`src/rtl/fpga_itrng_feeder_if.sv`:
```
// fpga_itrng_feeder_if: software entropy write port, throttle control and Caliptra itrng beat side
interface fpga_itrng_feeder_if #(
  parameter int WORD_W = 32,
  parameter int DATA_W = 4,
  parameter int DEPTH  = 64,
  parameter int DIV_W  = 32,
  parameter int UCNT_W = 16
);
  logic                     wr_en;
  logic [WORD_W-1:0]        wr_data;
  logic                     replay_en;
  logic [DIV_W-1:0]         divisor;
  logic                     etrng_req;
  logic [DATA_W-1:0]        itrng_data;
  logic                     itrng_valid;
  logic                     full;
  logic                     empty;
  logic [$clog2(DEPTH):0]   level;
  logic                     overflow;
  logic [UCNT_W-1:0]        underflow_cnt;
  modport master (
    output wr_en, wr_data, replay_en, divisor, etrng_req,
    input  itrng_data, itrng_valid, full, empty, level, overflow, underflow_cnt
  );
  modport slave (
    input  wr_en, wr_data, replay_en, divisor, etrng_req,
    output itrng_data, itrng_valid, full, empty, level, overflow, underflow_cnt
  );
endinterface

```
`src/rtl/fpga_itrng_feeder.sv`:
```
// fpga_itrng_feeder: buffers software entropy words and unpacks them into throttled itrng beats
module fpga_itrng_feeder #(
  parameter int WORD_W = 32,
  parameter int DATA_W = 4,
  parameter int DEPTH  = 64,
  parameter int DIV_W  = 32,
  parameter int UCNT_W = 16
) (
  input logic core_clk,
  input logic rst_b,
  input logic sw_reset,
  fpga_itrng_feeder_if.slave bus
);
  localparam int BEATS = WORD_W / DATA_W;
  localparam int AW    = $clog2(DEPTH);
  localparam int BW    = BEATS > 1 ? $clog2(BEATS) : 1;
  typedef enum logic [1:0] {UNLOADED, FETCH, LOADED} state_t;
  state_t state, state_n;
  logic [WORD_W-1:0] mem [DEPTH];
  logic [AW-1:0]     wr_ptr, rd_ptr;
  logic [AW:0]       level;
  logic [WORD_W-1:0] sreg;
  logic [BW-1:0]     beat_idx;
  logic [DIV_W-1:0]  cnt;
  logic [UCNT_W-1:0] ucnt;
  logic [DATA_W-1:0] data;
  logic              valid, ovf, starved, replay_q;
  logic              full, empty, eligible, beat, last_beat, pop, push_rp, push_sw, push;
  assign full      = level == (AW+1)'(DEPTH);
  assign empty     = level == '0;
  assign eligible  = cnt == '0 && bus.etrng_req;
  assign beat      = eligible && state == LOADED;
  assign last_beat = beat && beat_idx == BW'(BEATS-1);
  assign pop       = !empty && (state == UNLOADED || last_beat);
  // replay recirculation follows the registered mode so a toggle only affects later pops
  assign push_rp   = pop && replay_q;
  assign push_sw   = bus.wr_en && !bus.replay_en && !full && !push_rp;
  assign push      = push_sw || push_rp;
  always_comb begin
    state_n = state;
    state_n = state == FETCH ? LOADED : pop ? FETCH : last_beat ? UNLOADED : state;
  end
  always_ff @(posedge core_clk)
    if (push && !sw_reset) mem[wr_ptr] <= push_rp ? mem[rd_ptr] : bus.wr_data;
  always_ff @(posedge core_clk or negedge rst_b)
    if (!rst_b) begin
      state    <= UNLOADED;
      wr_ptr   <= '0;
      rd_ptr   <= '0;
      level    <= '0;
      sreg     <= '0;
      beat_idx <= '0;
      cnt      <= '0;
      ucnt     <= '0;
      data     <= '0;
      valid    <= 1'b0;
      ovf      <= 1'b0;
      starved  <= 1'b0;
      replay_q <= 1'b0;
    end else if (sw_reset) begin
      state    <= UNLOADED;
      wr_ptr   <= '0;
      rd_ptr   <= '0;
      level    <= '0;
      sreg     <= '0;
      beat_idx <= '0;
      cnt      <= '0;
      ucnt     <= '0;
      data     <= '0;
      valid    <= 1'b0;
      ovf      <= 1'b0;
      starved  <= 1'b0;
      replay_q <= 1'b0;
    end else begin
      state    <= state_n;
      replay_q <= bus.replay_en;
      if (push) wr_ptr <= wr_ptr + 1'b1;
      if (pop) rd_ptr <= rd_ptr + 1'b1;
      if (pop) sreg <= mem[rd_ptr];
      level    <= level + (AW+1)'(push) - (AW+1)'(pop);
      if (bus.wr_en && full && !bus.replay_en) ovf <= 1'b1;
      valid    <= beat;
      if (beat) data <= DATA_W'(sreg >> (DATA_W * int'(beat_idx)));
      beat_idx <= state == FETCH ? '0 : beat ? beat_idx + 1'b1 : beat_idx;
      cnt      <= beat ? bus.divisor : cnt != '0 ? cnt - 1'b1 : cnt;
      // a starvation episode counts once, on its first eligible cycle
      if (eligible && state != LOADED) starved <= 1'b1;
      else if (beat) starved <= 1'b0;
      if (eligible && state != LOADED && !starved && ucnt != '1) ucnt <= ucnt + 1'b1;
    end
  assign bus.itrng_data    = data;
  assign bus.itrng_valid   = valid;
  assign bus.full          = full;
  assign bus.empty         = empty;
  assign bus.level         = level;
  assign bus.overflow      = ovf;
  assign bus.underflow_cnt = ucnt;
endmodule
```
`src/flat_wrapper.sv`:
```
// flat-port wrapper written by rule: the top's interface ports become plain ports
module fpga_itrng_feeder_flat 
#(
  parameter int WORD_W = 32,
  parameter int DATA_W = 4,
  parameter int DEPTH  = 64,
  parameter int DIV_W  = 32,
  parameter int UCNT_W = 16
)
  (core_clk, rst_b, sw_reset, bus_wr_en, bus_wr_data, bus_replay_en, bus_divisor, bus_etrng_req, bus_itrng_data, bus_itrng_valid, bus_full, bus_empty, bus_level, bus_overflow, bus_underflow_cnt);
  fpga_itrng_feeder_if #(.WORD_W(WORD_W), .DATA_W(DATA_W), .DEPTH(DEPTH), .DIV_W(DIV_W), .UCNT_W(UCNT_W)) bus_i ();
  input logic core_clk;
  input logic rst_b;
  input logic sw_reset;
  input wire logic [$bits(bus_i.wr_en)-1:0] bus_wr_en;
  input wire logic [$bits(bus_i.wr_data)-1:0] bus_wr_data;
  input wire logic [$bits(bus_i.replay_en)-1:0] bus_replay_en;
  input wire logic [$bits(bus_i.divisor)-1:0] bus_divisor;
  input wire logic [$bits(bus_i.etrng_req)-1:0] bus_etrng_req;
  output wire logic [$bits(bus_i.itrng_data)-1:0] bus_itrng_data;
  output wire logic [$bits(bus_i.itrng_valid)-1:0] bus_itrng_valid;
  output wire logic [$bits(bus_i.full)-1:0] bus_full;
  output wire logic [$bits(bus_i.empty)-1:0] bus_empty;
  output wire logic [$bits(bus_i.level)-1:0] bus_level;
  output wire logic [$bits(bus_i.overflow)-1:0] bus_overflow;
  output wire logic [$bits(bus_i.underflow_cnt)-1:0] bus_underflow_cnt;
  assign bus_i.wr_en = bus_wr_en;
  assign bus_i.wr_data = bus_wr_data;
  assign bus_i.replay_en = bus_replay_en;
  assign bus_i.divisor = bus_divisor;
  assign bus_i.etrng_req = bus_etrng_req;
  assign bus_itrng_data = bus_i.itrng_data;
  assign bus_itrng_valid = bus_i.itrng_valid;
  assign bus_full = bus_i.full;
  assign bus_empty = bus_i.empty;
  assign bus_level = bus_i.level;
  assign bus_overflow = bus_i.overflow;
  assign bus_underflow_cnt = bus_i.underflow_cnt;
  fpga_itrng_feeder #(.WORD_W(WORD_W), .DATA_W(DATA_W), .DEPTH(DEPTH), .DIV_W(DIV_W), .UCNT_W(UCNT_W)) u_core (.core_clk(core_clk), .rst_b(rst_b), .sw_reset(sw_reset), .bus(bus_i));
endmodule
```
`config.mk`:
```
export PLATFORM = sky130hd
export DESIGN_NAME = fpga_itrng_feeder_flat
export DESIGN_NICKNAME = d
export VERILOG_FILES = /design/src/rtl/fpga_itrng_feeder_if.sv /design/src/rtl/fpga_itrng_feeder.sv /design/src/flat_wrapper.sv
export SDC_FILE = /design/constraint.sdc
export NUM_CORES = 2
export LEC_CHECK = 0
export CAP_MARGIN = 20
export CORE_MARGIN = 4
export CORE_UTILIZATION = 55
export CTS_CLUSTER_DIAMETER = 50
export DETAILED_ROUTE_END_ITERATION = 7
export PLACE_DENSITY = 0.74
export SETUP_SLACK_MARGIN = 0.4
export SLEW_MARGIN = 10
export SYNTH_ARGS = -nofsm -noshare
export SYNTH_HDL_FRONTEND = slang
export SYNTH_SLANG_ARGS = --single-unit
```
`constraint.sdc`:
```
create_clock -name core_clk -period 5.3 [get_ports core_clk]
set_input_delay 1.325 -clock core_clk [delete_from_list [all_inputs] [get_ports core_clk]]
set_output_delay 1.325 -clock core_clk [all_outputs]
set_load 0.005 [all_outputs]
```
Word-level counts from Yosys, hierarchy flattened
Memories as Yosys holds them, arrays and structs flattened.
Cells that the tools add are included.
{"block": "word_totals", "regBits": 112, "latchBits": 0, "ram_bits": 2048, "romBits": 0, "input_bits": 70, "out_inout_bits": 31, "elab_cells": 94, "n_memories": 1}
{"memory": "u_core.mem", "words": 64, "width": 32, "read_ports": 1, "rd_clocked_by_memory_dff": 0, "wr": 1, "line": "fpga_itrng_feeder.sv:19", "text": "logic [WORD_W-1:0] mem [DEPTH];"}
{"block": "op_classes", "add_sub_neg": 7, "mul": 0, "n_div": 0, "n_lt_le_gt_ge": 0, "eq_ne": 6, "shifts": 1, "n_mux": 31, "n_bitwise": 0, "n_reduce_logical": 35}
{"operator": "$mux 32", "n": 6}
{"operator": "$logic_not 32->1", "n": 1}
{"operator": "$mux 16", "n": 2}
{"operator": "$reduce_bool 32->1", "n": 1}
{"operator": "$shr 32x5->4", "n": 1}
{"operator": "$sub 32x1->32 const B", "n": 1}
{"operator": "$mux 6", "n": 4}
{"operator": "$add 16x1->16 const B", "n": 1}
{"operator": "$ne 16x16->1 const B", "n": 1}
{"operator": "$logic_and 1x1->1", "n": 14}
{"operator": "$add 6x1->6 const B", "n": 2}
{"operator": "$reduce_bool 2->1", "n": 5}
{"operator": "$mux 1", "n": 9}
{"operator": "$mux 3", "n": 3}
{"operator": "$reduce_bool 3->1", "n": 3}
{"operator": "$mux 2", "n": 4}
{"operator": "$mux 4", "n": 2}
{"operator": "$add 7x1->7", "n": 1}
{"operator": "$eq 7x7->1 const B", "n": 1}
{"operator": "$logic_not 7->1", "n": 1}
{"operator": "$mux 7", "n": 1}
{"operator": "$sub 7x1->7", "n": 1}
{"operator": "$logic_not 1->1", "n": 6}
{"operator": "$reduce_bool 4->1", "n": 1}
{"operator": "other kinds (7)", "n": 8}

Depth between registers and ports, before layout
{"block": "logic_depth", "depth_word": 13, "mapped_depth": 19, "mapped_depth_nobuf": 17}

Worst setup path before layout
Ideal clock, no wire load.
{"block": "synth_path", "kind": "flip-flop to flip-flop", "startpoint": "reg u_core.cnt[12]", "endpoint": "mem u_core.mem[0][12], data pin", "setup_time_ns": 0.564, "arrival_ns": 3.987, "t_required_ns": 4.736, "path_slack_ns": 0.749, "path_stages_with_launch": 7, "n_path_buf": 1, "period_less_slack_ns": 4.551, "cell_sequence": "dfrtp_1 or4_4 nor4_4 and4_4 o2bb2ai_1 buf_2 mux2i_1"}
{"block": "synth_via", "elab_chain_len": 8}
{"element": "from (decl)", "line": "fpga_itrng_feeder.sv:24", "text": "logic [DIV_W-1:0] cnt;"}
{"element": "from (signal assigned)", "line": "fpga_itrng_feeder.sv:85", "text": "cnt <= beat ? bus.divisor : cnt != '0 ? cnt - 1'b1 : cnt;"}
{"element": "$logic_not 32->1", "line": "fpga_itrng_feeder.sv:31", "text": "assign eligible = cnt == '0 && bus.etrng_req;"}
{"element": "$logic_and 1x1->1", "line": "fpga_itrng_feeder.sv:31"}
{"element": "$logic_and 1x1->1", "line": "fpga_itrng_feeder.sv:32", "text": "assign beat = eligible && state == LOADED;"}
{"element": "$logic_and 1x1->1", "line": "fpga_itrng_feeder.sv:33", "text": "assign last_beat = beat && beat_idx == BW'(BEATS-1);"}
{"element": "$logic_or 1x1->1", "line": "fpga_itrng_feeder.sv:34", "text": "assign pop = !empty && (state == UNLOADED || last_beat);"}
{"element": "$logic_and 1x1->1", "line": "fpga_itrng_feeder.sv:34"}
{"element": "$logic_and 1x1->1", "line": "fpga_itrng_feeder.sv:36", "text": "assign push_rp = pop && replay_q;"}
{"element": "$mux 32", "line": "fpga_itrng_feeder.sv:44", "text": "if (push && !sw_reset) mem[wr_ptr] <= push_rp ? mem[rd_ptr] : bus.wr_data;"}
{"element": "to (decl)", "line": "fpga_itrng_feeder.sv:19"}
No other way between the ends.

Final worst setup path
{"block": "layout_path", "startpoint": "reg u_core.rd_ptr[2]", "endpoint": "mem u_core.mem[42][3], data pin"}
{"block": "layout_via", "elab_chain_len": 2}
{"element": "from (decl)", "line": "fpga_itrng_feeder.sv:20", "text": "logic [AW-1:0] wr_ptr, rd_ptr;"}
{"element": "from (signal assigned)", "line": "fpga_itrng_feeder.sv:78", "text": "if (pop) rd_ptr <= rd_ptr + 1'b1;"}
{"element": "$mem_v2 64x32"}
{"element": "$mux 32", "line": "fpga_itrng_feeder.sv:44"}
No other way between the ends.

==> results.tsv <==
metric	value	unit
status	completed	
critPathArrivalTime	5.08	ns
synthesis.nets	4265	
antenna_found_initial	16	
setup_viol	0	
ctsHtreeMaxLevel	4	
totalWireLength	224000	um
clock_pin_slew_on_the_worst_setup_and_hold_paths	0.07	ns
routabilityCongestion	0.878	
clock_power_share	0.311	
input_output_buffers	100	
holdCritStartpoint	u_core.cnt[10]	
maximum_vdd_drop	0.000325	V
synthesis.area_per_instance	20.2	um^2
cts-buffers-inserted	202	
dp_hpwl	132000	um
drt_pre_antenna_iters	5	
cts_resized	0	
initial_utilization	0.554	
yosys_most_used_dff	sky130_fd_sc_hd__edfxtp_1	
multi_input_comb_area	0.0197	mm^2
cts_root_buffer	sky130_fd_sc_hd__clkbuf_16	
finalNetCount	4583	
drv.max_cap_violation_count	0	
achievable-frequency	223	MHz
min_period_over_period	0.847	
postPlaceCellArea	0.0903	mm^2
via_count	45200	
hold_end	u_core.cnt[10]	
r2r-start	u_core.rd_ptr[2]	
synth_edf_count	2048	
syn-cell-area	0.0843	mm^2
total_congestion_overflow	0	
finalWorstPathRequiredPeriod	4.49	ns
yosys_warnings	0	
critical_path.reg2reg.endpoint	u_core.mem[42][3]	
via_count_of_the_first_global_routing_pass	44300	
fin_skew	0.0267	ns
switchingPower	12.8	mW
die-area	0.160	mm^2
global_route_wire_length_before_repair	320000	um
power.total	44.7	mW
postSynthRegisterBits	2160	
ant_nets	0	
cts_tree	done	
detail_route.iter0.violations	6736	
detailed_route_drc_error_count	0	
synth_area_leader_cell	sky130_fd_sc_hd__edfxtp_1	
max_slew.worst_pin.slew	1.12	ns
grt_max_degree	70	
worst_hold_path.num_cells	1	
num_rows	143	
power_density	463	mW/mm^2
synthTopCellsByArea	sky130_fd_sc_hd__edfxtp_1, sky130_fd_sc_hd__mux4_2, sky130_fd_sc_hd__dfrtp_1, sky130_fd_sc_hd__mux2i_1, sky130_fd_sc_hd__a211oi_1	
timing.slew.headroom	0.247	
setup_total_negative_slack	0	ns
cts_setup_buffers	0	
dieWidth	399	um
die_y	399	um
core-area	0.152	mm^2
clock_latency	0.85	ns
gr-usage-all-layers	0.283	
synth.yosys.seq_area_share	0.763	
layout.cells.non_filler	6701	
timing_max_transition_violations_final	0	
placedCellCount	6322	
synth.most_common_cell	sky130_fd_sc_hd__edfxtp_1	
max-clock-path-buffers	3	
static_power_due_to_leakage	30.5	nW
internal_power	31.9	mW
synth_top_cells_by_count	sky130_fd_sc_hd__edfxtp_1, sky130_fd_sc_hd__mux4_2, sky130_fd_sc_hd__mux2i_1	
timing.reg2reg.worst_path_depth	8	
area_growth	14.7	%
syn_inst	4178	
seqCellArea	0.0643	mm^2
grt_setup_unrepaired	no	
data_required_time_of_the_critical_path	5.89	ns
hold_viol_final	0	
net_sw_frac	0.285	
via_per_inst	6.75	
wl_per_cell	33.4	um
tritoncts_sinks	2160	
critPathCaptureType	register	
cts_hold_repair.buffers	0	
reg2reg_setup_slack	0.81	ns
worst_hold_class	reg2reg	
layout-drive-gt1-share	0.243	
worstSetupPathType	reg2reg	
worst-path-max-fanout	32	
io_pins	101	
power_frac_seq	0.455	
synth.top_cell.area_share	0.730	
filler_cell_count	9813	
postSynth.asyncResetShare	0.0519	
critPathLaunchType	register	
synth_cell_type_count	72	
proportion_of_power_drawn_by_combinational_gates	0.234	
postLayoutCellArea	0.0966	mm^2
-- metrics by stage --
| stage | worst slack (ns) | hold slack (ns) | utilization |
|---|---|---|---|
| after floorplan | 0.749 | 0.445 | - |
| after global placement | 0.775 | 0.468 | 0.594 |
| after detailed placement | 0.840 | 0.473 | 0.594 |
| after CTS | 1.00 | 0.481 | 0.635 |
| after global routing | 0.861 | 0.513 | 0.635 |
| final | 0.811 | 0.480 | 0.635 |
-- power groups by stage --
stage | sequential (mW) | combinational (mW) | clock (mW)
floorplan | 20.6 | 6.91 | 0
global placement | 20.7 | 10.1 | 0
detailed placement | 20.7 | 10.3 | 0
CTS | 20.3 | 10.4 | 14.0
global route | 20.4 | 11.0 | 14.8
finish | 20.3 | 10.4 | 13.9
-- per-layer routing --
layer / track usage / wire (um)
met1: 0.394 / 81300
met2: 0.427 / 104000
met3: 0.0753 / 27600
met4: 0.128 / 11500
met5: 0 / 98
-- kinds of logic (layout without fill, tap and decap cells) --
family	after synthesis	in the layout	share of synthesized area
compound gates	542	542	0.0433
other cells	0	7	0
xor+xnor	32	32	0.00333
simple gates	483	483	0.0282
flops	2160	2160	0.763
fa+ha+maj	17	17	0.00261
buf+inv	276	762	0.0136
mux	668	668	0.146
-- layout make-up --
class                           count  share of cell area
Antenna cell                        7            0.000181
Clock buffer                      255              0.0552
Clock inverter                    117              0.0102
Inverter                           28             0.00111
Multi-Input combinational cell   1742               0.204
Sequential cell                  2160               0.666
Tap cell                         2030              0.0263
Timing Repair Buffer              362              0.0379
-- cell usage in the layout, fill, tap and decap left out, types with 88 or more instances in the layout --
| cell | instances |
|---|---|
| sky130_fd_sc_hd__edfxtp_1 | 2048 |
| sky130_fd_sc_hd__mux4_2 | 446 |
| sky130_fd_sc_hd__mux2i_1 | 212 |
| sky130_fd_sc_hd__buf_4 | 208 |
| sky130_fd_sc_hd__clkbuf_16 | 204 |
| sky130_fd_sc_hd__nor2_1 | 117 |
| sky130_fd_sc_hd__nand2_1 | 115 |
| sky130_fd_sc_hd__dfrtp_1 | 107 |
| sky130_fd_sc_hd__a21oi_1 | 101 |
| sky130_fd_sc_hd__clkdlybuf4s50_1 | 98 |
| sky130_fd_sc_hd__a211oi_1 | 93 |
| sky130_fd_sc_hd__a22oi_1 | 88 |
-- flip-flops by register name, indices dropped and copies added, names as in the netlist --
signal                    count
u_core.sreg                  32
u_core.starved                1
u_core.replay_q               1
u_core.bus.itrng_valid        1
u_core.bus.underflow_cnt     16
u_core.bus.level              7
u_core.state                  2
u_core.rd_ptr                 6
u_core.bus.itrng_data         4
u_core.beat_idx               3
u_core.cnt                   32
u_core.mem                 2048
u_core.wr_ptr                 6
u_core.bus.overflow           1
-- worst max-delay path by stage --
| stage | slack, ns | startpoint | to | cells past startpoint |
|---|---|---|---|---|
| 3_3_place_gp | 0.77 | bus_etrng_req | u_core.bus.level[6] | 14 |
| 2_1_floorplan | 0.75 | u_core.cnt[12] | u_core.mem[0][12] | 6 |
| 5_1_grt | 0.86 | u_core.rd_ptr[0] | u_core.mem[24][10] | 10 |
| 6_report | 0.81 | u_core.rd_ptr[2] | u_core.mem[42][3] | 8 |
| 4_1_cts | 1.00 | u_core.rd_ptr[2] | u_core.mem[40][3] | 8 |
| 3_5_place_dp | 0.84 | bus_etrng_req | u_core.bus.level[6] | 14 |
-- worst max-delay path, stage by stage (launching register included) --
cell and delay [ns]:
sky130_fd_sc_hd__dfrtp_2 0.78, sky130_fd_sc_hd__nor2b_4 0.91, sky130_fd_sc_hd__buf_4 0.45, sky130_fd_sc_hd__a22o_1 0.22, sky130_fd_sc_hd__a211oi_1 0.10, sky130_fd_sc_hd__a211oi_1 0.84, sky130_fd_sc_hd__a21oi_1 0.27, sky130_fd_sc_hd__a21oi_4 0.24
sky130_fd_sc_hd__buf_4 0.40
Note: power is estimated with default switching activity, not from simulation.
